`config.mk`:
```
export PLATFORM = sky130hd
export DESIGN_NAME = note_sequencer
export DESIGN_NICKNAME = d
export VERILOG_FILES = /design/src/rtl/note_sequencer.sv
export SDC_FILE = /design/constraint.sdc
export NUM_CORES = 1
export LEC_CHECK = 0
export ABC_AREA = 1
export CAP_MARGIN = 20
export CORE_AREA = 5 5 157 159
export CTS_CLUSTER_SIZE = 28
export DETAILED_ROUTE_END_ITERATION = 8
export DIE_AREA = 0 0 162 164
export GPL_ROUTABILITY_DRIVEN = 0
export PLACE_DENSITY = 0.74
export SLEW_MARGIN = 20
export SYNTH_ARGS = -nofsm -noshare
export SYNTH_HDL_FRONTEND = slang
export SYNTH_SLANG_ARGS = --single-unit
```
`constraint.sdc`:
```
create_clock -name clk -period 5.65 [get_ports clk]
set_input_delay 1.13 -clock clk [delete_from_list [all_inputs] [get_ports clk]]
set_output_delay 1.13 -clock clk [all_outputs]
set_load 0.01 [all_outputs]
```
`src/rtl/note_sequencer.sv`:
```
// Purpose: queues {period, duration} notes and plays them one at a time as a period value for pwm_gen, with a silent gap after each note.
// Latency: a note pushed in cycle N into an empty, idle, enabled sequencer drives period_out from cycle N+2.
// Backpressure: note_ready drops while the queue is full or flush is asserted; pops are inhibited while enable = 0.
// Ports:
//   clk, reset            single clock, synchronous active-high reset
//   enable, flush         run/pause control; one-cycle abort of current note and queue
//   note_valid/note_ready producer handshake for note_period (32b) and note_dur (16b, ticks)
//   period_out            registered period to pwm_gen (0 = silent)
//   playing, done         note sounding; one-cycle pulse when the queue has drained after a gap
//   fifo_count            entries currently queued
module note_sequencer #(
  parameter int CLK_PER_TICK = 50000,
  parameter int GAP_TICKS    = 10,
  parameter int FIFO_DEPTH   = 4
) (
  input  logic                          clk,
  input  logic                          reset,
  input  logic                          enable,
  input  logic                          flush,
  input  logic                          note_valid,
  output logic                          note_ready,
  input  logic [31:0]                   note_period,
  input  logic [15:0]                   note_dur,
  output logic [31:0]                   period_out,
  output logic                          playing,
  output logic                          done,
  output logic [$clog2(FIFO_DEPTH):0]   fifo_count
);

  localparam int AW = $clog2(FIFO_DEPTH);
  localparam int CW = AW + 1;
  localparam int PW = $clog2(CLK_PER_TICK);
  localparam int GW = (GAP_TICKS > 0) ? $clog2(GAP_TICKS + 1) : 1;

  localparam logic [PW-1:0] PRE_LAST = PW'(CLK_PER_TICK - 1);
  localparam logic [GW-1:0] GAP_LOAD = GW'(GAP_TICKS);
  localparam logic [CW-1:0] FULL     = CW'(FIFO_DEPTH);

  typedef struct packed {
    logic [31:0] period;
    logic [15:0] dur;
  } note_t;

  typedef enum logic [1:0] {IDLE, PLAY, GAP} state_t;

  // Note queue
  note_t         mem [FIFO_DEPTH];
  logic [AW-1:0] wr_ptr;
  logic [AW-1:0] rd_ptr;
  note_t         head;
  logic          push;
  logic          pop;

  // Sequencer state
  state_t        state, state_d;
  logic [31:0]   period_reg, period_reg_d;
  logic [31:0]   period_out_d;
  logic [PW-1:0] pre, pre_d;
  logic [15:0]   dur_cnt, dur_d;
  logic [GW-1:0] gap_cnt, gap_d;
  logic          playing_d;
  logic          done_d;
  logic          pre_wrap;

  assign head       = mem[rd_ptr];
  assign note_ready = (fifo_count != FULL) && !flush;
  assign push       = note_valid && note_ready;
  assign pre_wrap   = (pre == PRE_LAST);

  // Storage has no reset; validity is tracked entirely by the pointers and count.
  always_ff @(posedge clk) begin
    if (push) begin
      mem[wr_ptr] <= '{period: note_period, dur: note_dur};
    end
  end

  always_ff @(posedge clk) begin
    if (reset || flush) begin
      wr_ptr     <= '0;
      rd_ptr     <= '0;
      fifo_count <= '0;
    end else begin
      if (push) wr_ptr <= wr_ptr + AW'(1);
      if (pop)  rd_ptr <= rd_ptr + AW'(1);
      case ({push, pop})
        2'b10:   fifo_count <= fifo_count + CW'(1);
        2'b01:   fifo_count <= fifo_count - CW'(1);
        default: fifo_count <= fifo_count;
      endcase
    end
  end

  always_ff @(posedge clk) begin
    if (reset) begin
      state      <= IDLE;
      period_reg <= '0;
      period_out <= '0;
      pre        <= '0;
      dur_cnt    <= '0;
      gap_cnt    <= '0;
      playing    <= 1'b0;
      done       <= 1'b0;
    end else begin
      state      <= state_d;
      period_reg <= period_reg_d;
      period_out <= period_out_d;
      pre        <= pre_d;
      dur_cnt    <= dur_d;
      gap_cnt    <= gap_d;
      playing    <= playing_d;
      done       <= done_d;
    end
  end

  // period_out and playing are computed for the next cycle so both change on
  // the same edge; any cycle that is not actively playing drives period 0.
  always_comb begin
    state_d      = state;
    period_reg_d = period_reg;
    period_out_d = '0;
    pre_d        = pre;
    dur_d        = dur_cnt;
    gap_d        = gap_cnt;
    playing_d    = 1'b0;
    done_d       = 1'b0;
    pop          = 1'b0;

    if (flush) begin
      state_d      = IDLE;
      period_reg_d = '0;
      pre_d        = '0;
      dur_d        = '0;
      gap_d        = '0;
    end else begin
      case (state)
        IDLE: begin
          if (enable && fifo_count != '0) begin
            pop          = 1'b1;
            pre_d        = '0;
            dur_d        = head.dur;
            period_reg_d = head.period;
            // Zero-length notes are consumed without ever sounding.
            if (head.dur != 16'd0) begin
              state_d      = PLAY;
              period_out_d = head.period;
              playing_d    = 1'b1;
            end
          end
        end

        PLAY: begin
          if (enable) begin
            period_out_d = period_reg;
            playing_d    = 1'b1;
            if (pre_wrap) begin
              pre_d = '0;
              // <= 1 rather than == 1 so dur_cnt can never wrap below zero.
              if (dur_cnt <= 16'd1) begin
                dur_d        = '0;
                state_d      = GAP;
                gap_d        = GAP_LOAD;
                period_out_d = '0;
                playing_d    = 1'b0;
              end else begin
                dur_d = dur_cnt - 16'd1;
              end
            end else begin
              pre_d = pre + PW'(1);
            end
          end
        end

        GAP: begin
          if (enable) begin
            // gap_cnt == 0 only when GAP_TICKS is 0: leave after one cycle.
            if (gap_cnt == '0) begin
              state_d = IDLE;
              pre_d   = '0;
              done_d  = (fifo_count == '0) && !push;
            end else if (pre_wrap) begin
              pre_d = '0;
              gap_d = gap_cnt - GW'(1);
              if (gap_cnt == GW'(1)) begin
                state_d = IDLE;
                done_d  = (fifo_count == '0) && !push;
              end
            end else begin
              pre_d = pre + PW'(1);
            end
          end
        end

        default: state_d = IDLE;
      endcase
    end
  end

endmodule

```
# [After elaboration in Yosys (flattened, before gate mapping)]
# Memories as Yosys holds them, arrays and structs flattened. A register that Yosys moved wholly into a read port is not among the register bits.
# Cells that the tools add are included.
[classes] eq_ne=17 n_addsub=7 reduce_logical=23 magnitude_cmp=1 muxes=51 bitwise=2
[op_table] op="two-way mux 32 bit" n=5
[op_table] op="two-way mux 16 bit" n=9
[op_table] op="case mux 32 bit (2 select lines)" n=1
[op_table] op="case mux 16 bit (3 select lines)" n=1
[op_table] op="case mux 16 bit (2 select lines)" n=1
[op_table] op="two-way mux 4 bit" n=6
[op_table] op="two-way mux 2 bit" n=11
[op_table] op="adder 16 x 1 -> 16 bit, second input constant" n=1
[op_table] op="== test 16 bit, second input constant" n=1
[op_table] op="<= comparator 16 x 1 -> 1 bit, second input constant" n=1
[op_table] op="inequality test 2 bit, second input constant" n=8
[op_table] op="nonzero test 16 bit" n=1
[op_table] op="subtractor 16 x 1 -> 16 bit, second input constant" n=1
[op_table] op="two-way mux 1 bit" n=13
[op_table] op="inequality test 3 bit, second input constant" n=3
[op_table] op="case mux 4 bit (2 select lines)" n=1
[op_table] op="AND reduction 4 bit" n=2
[op_table] op="AND reduction 8 bit" n=1
[op_table] op="AND reduction 7 bit" n=1
[op_table] op="case mux 2 bit (3 select lines)" n=1
[op_table] op="case mux 3 bit (2 select lines)" n=1
[op_table] op="nonzero test 2 bit" n=3
[op_table] op="nonzero test 3 bit" n=2
[op_table] op="adder 2 x 1 -> 2 bit, second input constant" n=2
[op_table] op="other kinds (17)" n=24
[word_totals] ff_bits=111 output_inout_bits=38 n_memories=1 in_bits=53 ramBits=192
[mem_list] memory="mem" depth=4 word_bits=48 rd=1 rd_clocked_by_memory_dff=1 wr=1 line_no="47" source="note_t mem [FIFO_DEPTH];"

# [Longest topological paths before layout]
# Gate-level depths: netlist of run 1.
[depth] depth_word=8 ltp_mapped=14

# [Worst setup path before layout of run 1]
# OpenSTA, ideal clock, no wires.
[synth_timing] path_kind="input to register" startpoint="in flush" endpoint="mem mem[0][0] in the netlist's numbering (enable)" required_ns=5.196 t_arrival_ns=3.717 setup_time_ns=0.454 path_buffers=0 slack_ns=1.480 stages=3 path_cell_list="a31oi_1 nand2_1 nor2_1"
[synth_via] elab_chain_cells=5
[synth_rtl] item="start: declaration" line_no="19" source="input logic flush,"
[synth_rtl] item="logical NOT 1 bit" line_no="66" source="assign note_ready = (fifo_count != FULL) && !flush;"
[synth_rtl] item="logical AND 1 bit" line_no="66"
[synth_rtl] item="logical AND 1 bit" line_no="67" source="assign push = note_valid && note_ready;"
[synth_rtl] item="two-way mux 1 bit" line_no="72" source="if (push) begin"
[synth_rtl] item="two-way mux 1 bit (not written as such)" line_no="73" source="mem[wr_ptr] <= '{period: note_period, dur: note_dur};"
[synth_rtl] item="end: declaration" line_no="47"
# No other way between the ends.

# [Worst setup path in the final report of run 1]
[layout_timing] startpoint="in flush" endpoint="out note_ready"
[layout_via] elab_chain_cells=2
[layout_rtl] item="logical NOT 1 bit" line_no="66"
[layout_rtl] item="logical AND 1 bit" line_no="66"
[layout_rtl] item="end: declaration" line_no="21" source="output logic note_ready,"
# No other way between the ends.

==> reports/metrics.yaml, run 1 <==
outcome: "finished clean"
met2_length_um: 12800
antenna_found_initial: 0
wl_um: 26400
grt_pass1_wl_um: 42400
grt_pass1_vias: 8384
yosys.area.top_type: "edfxtp_1"
yosysMostFrequentCell: "nand2_1"
fp.dieW_um: 162
synthFlopType: "edfxtp_1"
grt-ovfl-total: 0
cp-start-kind: "primary input"
cellPowerDensity_nw_per_um2: 324
start_util_pct: 53.5
hold_buffers: 0
antennaDiodeCount: 0
post_cts_resized: 0
hold_viol: 0
multi_input_area_um2: 3860
slew_viol_final: 0
critPathKind: "primary input to output port"
slowest_stage: "clkdlybuf4s50_1"
drt_iter0_drc: 697
topRoutingLayerUsed: "met4"
min_path_type: "register to register"
die_area_um2: 26600
synth.cell_area_um2: 12400
final_util_pct: 62.4
seqCellArea_um2: 8030
setup_viol: 0
r2r_slack_ps: 2630
cp_num_buf_inv: 2
setup_slack_ps: 2160
skew_ps: 19.0
drive_gt1_share_pct: 6.00
synth_edf_count: 192
avgSynthCellArea_um2: 10.2
clockBufferDepth: 3
yosysWarnings: 0
m1WireLength_um: 11600
clk_pin_slew_ps: 60
vdd_drop_max_mv: 0.250
layout.nets: 1361
synth_seq_cells: 305
port_buffers: 90
slew_headroom_pct: 26.2
wire_per_inst_um: 16.4
clk-insertion-delay-late_ps: 560
vias: 8737
critPathMaxStageDelay_ps: 570
period_needed_ps: 3490
critPathArrivalTime_ps: 2360
root_buffer: "clkbuf_16"
netlist_top_cells_count: "256 x nand2_1, 192 x edfxtp_1, 186 x nor2_1, 113 x dfxtp_1, 98 x o21ai_0"
area_growth_pct: 16.6
cp_max_fo: 3
worstHoldStart: "rd_ptr[1]"
path_common_cell: "clkdlybuf4s50_1"
hold-path-cell-count: 2
reg2reg_to: "period_out[9]"
synth_seq_area_share_pct: 64.9
cp-end-kind: "output port"
rsz0062_at_grt: "no"
cp_top_family: "buffers and inverters"
synth_nets: 1287
wl_met3_um: 1510
cts_setup_buffers: 0
critPathRequiredTime_ps: 4520
cap_violations: 0
coreArea_um2: 23100
synth_top_area_share_pct: 46.6
ios: 91
p_leak_nw: 5.07
fillCellCount: 1813
clock.fmax_mhz: 287
path_cells: "clkdlybuf4s50_1 > a31oi_1 > clkdlybuf4s50_1"
dr.pass1.iters: 7
syn-instance-count: 1218
place_ws_ps: 1800
grt_start_max_net_pins: 97
grt_usage_pct: 19.5
htree_levels: 1
synth.area.top_cells: "edfxtp_1 47%, dfxtp_1 18%, nand2_1 7.8%, nor2_1 5.6%, o21ai_0 4.0%"
largest_reg_flops: 192
cts_buffers: 30
ff2ff_path_depth: 7
vias_per_cell: 5.44
synthArstFlopShare_pct: 0
ys_types: 38
drcViolationCount: 0
tightest_slew_ps: 1100
cts.sinks: 305
r2r_start: "state[1]"
finalCritPeriodShare_pct: 61.7
cts_tree: "done"
setup_tns_ps: 0
die_h_um: 164
rows: 56
power_mw: 4.68
hpwl_um: 15600
detail-route-antenna-nets: 0
cell families (layout without fill, tap and decap cells):
logic type,count (synthesis),count (layout),synth area share (%)
fa+ha+maj,16,16,1.68
compound gates,246,246,11.2
flops,305,305,64.9
xor+xnor,14,14,0.991
buf+inv,117,215,4.32
simple gates,520,520,17.0
cell type report:
class | instances | share of cell area (%)
repair buffers | 101 | 6.81
inverters | 58 | 1.53
flip-flops and latches | 305 | 55.6
well taps | 290 | 2.51
multi-input cells | 796 | 26.7
clock buffers | 42 | 5.95
clock inverters | 14 | 0.867
layer usage:
metal  vias to the layer above  track usage [%]
met5                         -                0
met4                         0             4.73
met3                        37             2.46
met2                       250             33.3
met1                      4140             27.0
li1                       4310                -
where the power goes:
part | switching [mW] | leakage [nW] | internal (mW)
combinational | 0.203 | 1.95 | 0.119
clock | 0.825 | 0.464 | 1.11
sequential | 0.0179 | 2.66 | 2.41
worst max-delay path by stage:
| stage | startpoint | slack [ps] | depth (start not counted) | endpoint |
|---|---|---|---|---|
| after floorplan | flush | 1480 | 3 | mem[0][0] |
| after global routing | flush | 2140 | 3 | note_ready |
| after detailed placement | flush | 1800 | 5 | mem[1][15] |
| final | flush | 2160 | 3 | note_ready |
| after global placement | flush | 1850 | 5 | mem[2][18] |
| after CTS | flush | 2180 | 3 | note_ready |
cell usage in the layout, fill, tap and decap left out, drive strengths merged, types with 43 or more instances in the layout:
master and count:
o22ai 43, dfxtp 113, inv 58, a21oi 61, nor2 190, nand2 262
o21ai 103, clkdlybuf4s50 90, nand3 54, edfxtp 192
worst reg2reg max path: cells and delay by family, from the launching register on:
| kind | cells | cell delay (ps) |
|---|---|---|
| and+or+nand+nor | 3 | 730 |
| buffers and inverters | 1 | 90 |
| AOI/OAI and AO/OA | 2 | 1130 |
| adders and majority gates | 1 | 650 |
| DFF | 1 | 340 |
per-stage QoR:
step                cells  hold WS [ps]  area, um^2
global placement     1550           445       13500
finish               1606           464       14400
floorplan            1218           436       12400
global route         1606           478       14400
CTS                  1606           465       14400
detailed placement   1550           455       13500
Note: power is estimated with default switching activity, not from simulation.
==> inputs of run 2 (changes only) <==
CORE_AREA = 5 5 159 161   (was 5 5 157 159)
DIE_AREA = 0 0 164 166   (was 0 0 162 164)
PLACE_DENSITY = 0.76   (was 0.74)
clock period = 3.03 ns   (was 5.65 ns; I/O delays follow)
==> reports/metrics.yaml, run 2 (same netlist as run 1, synthesis figures left out) <==
outcome: "finished clean"
setup_tns_ps: 0  # unchanged
grt-ovfl-total: 0  # unchanged
finalCritPeriodShare_pct: 79.6
wl_um: 27300  # +3.4%
htree_levels: 1  # unchanged
clk-insertion-delay-late_ps: 560  # about the same
critPathMaxStageDelay_ps: 570  # about the same
port_buffers: 90  # unchanged
final_cell_count_no_fill: 1653  # +2.9%
clockBufferDepth: 3  # unchanged
die_h_um: 166  # +1.2%
slew_viol_final: 0  # unchanged
dr.pass1.iters: 6  # -1
min_path_type: "register to register"
vias: 8851  # +1.3%
hold_buffers: 0  # unchanged
area_growth_pct: 18.9
grt_pass1_wl_um: 44800  # +5.4%
wire_per_inst_um: 16.5  # +0.44%
critPathRequiredTime_ps: 2420  # -2100 ps
hold_viol: 0  # unchanged
start_util_pct: 52.0  # -1.6 points
drt_iter0_drc: 690  # -1.0%
grt_start_max_net_pins: 77  # -21%
final_util_pct: 61.8  # -0.64 points
setup_slack_ps: 619  # -1540 ps
antennaDiodeCount: 0  # unchanged
path_common_cell: "clkdlybuf4s50_1"
post_cts_resized: 0  # unchanged
cp-start-kind: "primary input"
clock.fmax_mhz: 415
layout_commonest_cell: "nand2_1"
vias_per_cell: 5.35  # -1.6%
root_buffer: "clkbuf_16"
rsz0062_at_grt: "no"
rows: 57  # +1.8%
slowest_stage: "clkdlybuf4s50_1"
place_inst: 1597  # +3.0%
critPathArrivalTime_ps: 1810  # -550 ps
die_area_um2: 27200  # +2.5%
cts_buffers: 30  # unchanged
cts_setup_buffers: 0  # unchanged
largest_reg_flops: 192  # unchanged
mostFrequentLayoutCells: "256 x nand2_1, 192 x edfxtp_1, 182 x nor2_1"
whs_ps: 465  # +0.694 ps
cp_max_fo: 3  # unchanged
grt_usage_pct: 20.1  # +0.58 points
place_ws_ps: 323  # -1480 ps
cts.sinks: 305  # unchanged
detail-route-antenna-nets: 0  # unchanged
ios: 91  # unchanged
cp_top_family: "buffers and inverters"
skew_ps: 15.6  # -3.45 ps
cellPowerDensity_nw_per_um2: 607  # +87%
cp-end-kind: "output port"
worstHoldStart: "period_reg[4]"
coreArea_um2: 23800  # +3.0%
fp.dieW_um: 164  # +1.2%
tightest_slew_ps: 585  # -519 ps
layout.nets: 1374  # +0.96%
hpwl_um: 16200  # +3.8%
drcViolationCount: 0  # unchanged
cts_tree: "done"
grt_pass1_vias: 8896  # +6.1%
slew_headroom_pct: 61.0  # +35 points
setup_viol: 0  # unchanged
crit_start: "flush"
clk_pin_slew_ps: 60  # about the same
cap_violations: 0  # unchanged
period_needed_ps: 2410
cp_num_buf_inv: 2  # unchanged
path_cells: "clkdlybuf4s50_1 > a31oi_1 > clkdlybuf4s50_1"
drive_gt1_share_pct: 7.22  # +1.2 points
critPathKind: "primary input to output port"
p_leak_nw: 5.20  # +2.6%
antenna_found_initial: 0  # unchanged
vdd_drop_max_mv: 0.424  # +69%
## run 2: changes by cell type in the layout (fill, tap and decap cells not counted), moves of 2 or more
cell | before | now
buf_12 | 0 | 8
buf_4 | 11 | 16
clkbuf_1 | 8 | 3
clkinv_2 | 2 | 6
bufinv_16 | 1 | 4
clkbuf_8 | 2 | 5
clkbuf_16 | 32 | 30
clkinv_4 | 2 | 0
## run 2: routing by layer
layer,vias up,track usage (%),routed length [um]
met4,0,4.85,422
met1,4190,26.3,11400
met5,-,0,0
met2,297,35.4,13700
li1,4326,-,-
met3,38,2.83,1840
## run 2: power breakdown
| group | internal, mW | switching (mW) | leakage, nW | total [mW] |
|---|---|---|---|---|
| combinational | 0.239 | 0.384 | 2.04 | 0.623 |
| sequential | 4.48 | 0.0323 | 2.66 | 4.52 |
| clock | 2.28 | 1.52 | 0.501 | 3.80 |
## run 2: area by class of cell
cell class | instances | area (um^2)
fill | 1896 | 9100
sequential | 305 | 8030
multi-input combinational | 796 | 3840
timing repair buffer | 114 | 1180
clock buffer | 38 | 831
tap | 324 | 405
inverter | 58 | 220
clock inverter | 18 | 208
## run 2: worst register-to-register path, delay by kind of cell (launching register included)
kind	cells	cell delay [ps]
AOI/OAI and AO/OA	3	680
buffers and inverters	2	960
DFF	1	350
and+or+nand+nor	2	260
## run 2: worst paths after layout
| kind | endpoint | slack, ps | depth (start not counted) |
|---|---|---|---|
| hold / removal | period_reg[4] | 460 | 2 |
| setup / recovery | note_ready | 620 | 3 |
| hold reg to reg | period_reg[4] | 460 | 2 |
| setup reg to reg | period_out[12] | 690 | 7 |
## run 2: through the flow
stage	total power [mW]	area [um^2]
2_1_floorplan	4.99	12400
3_3_place_gp	5.20	13700
3_5_place_dp	5.22	13700
4_1_cts	9.00	14700
5_1_grt	9.27	14700
6_report	8.94	14700
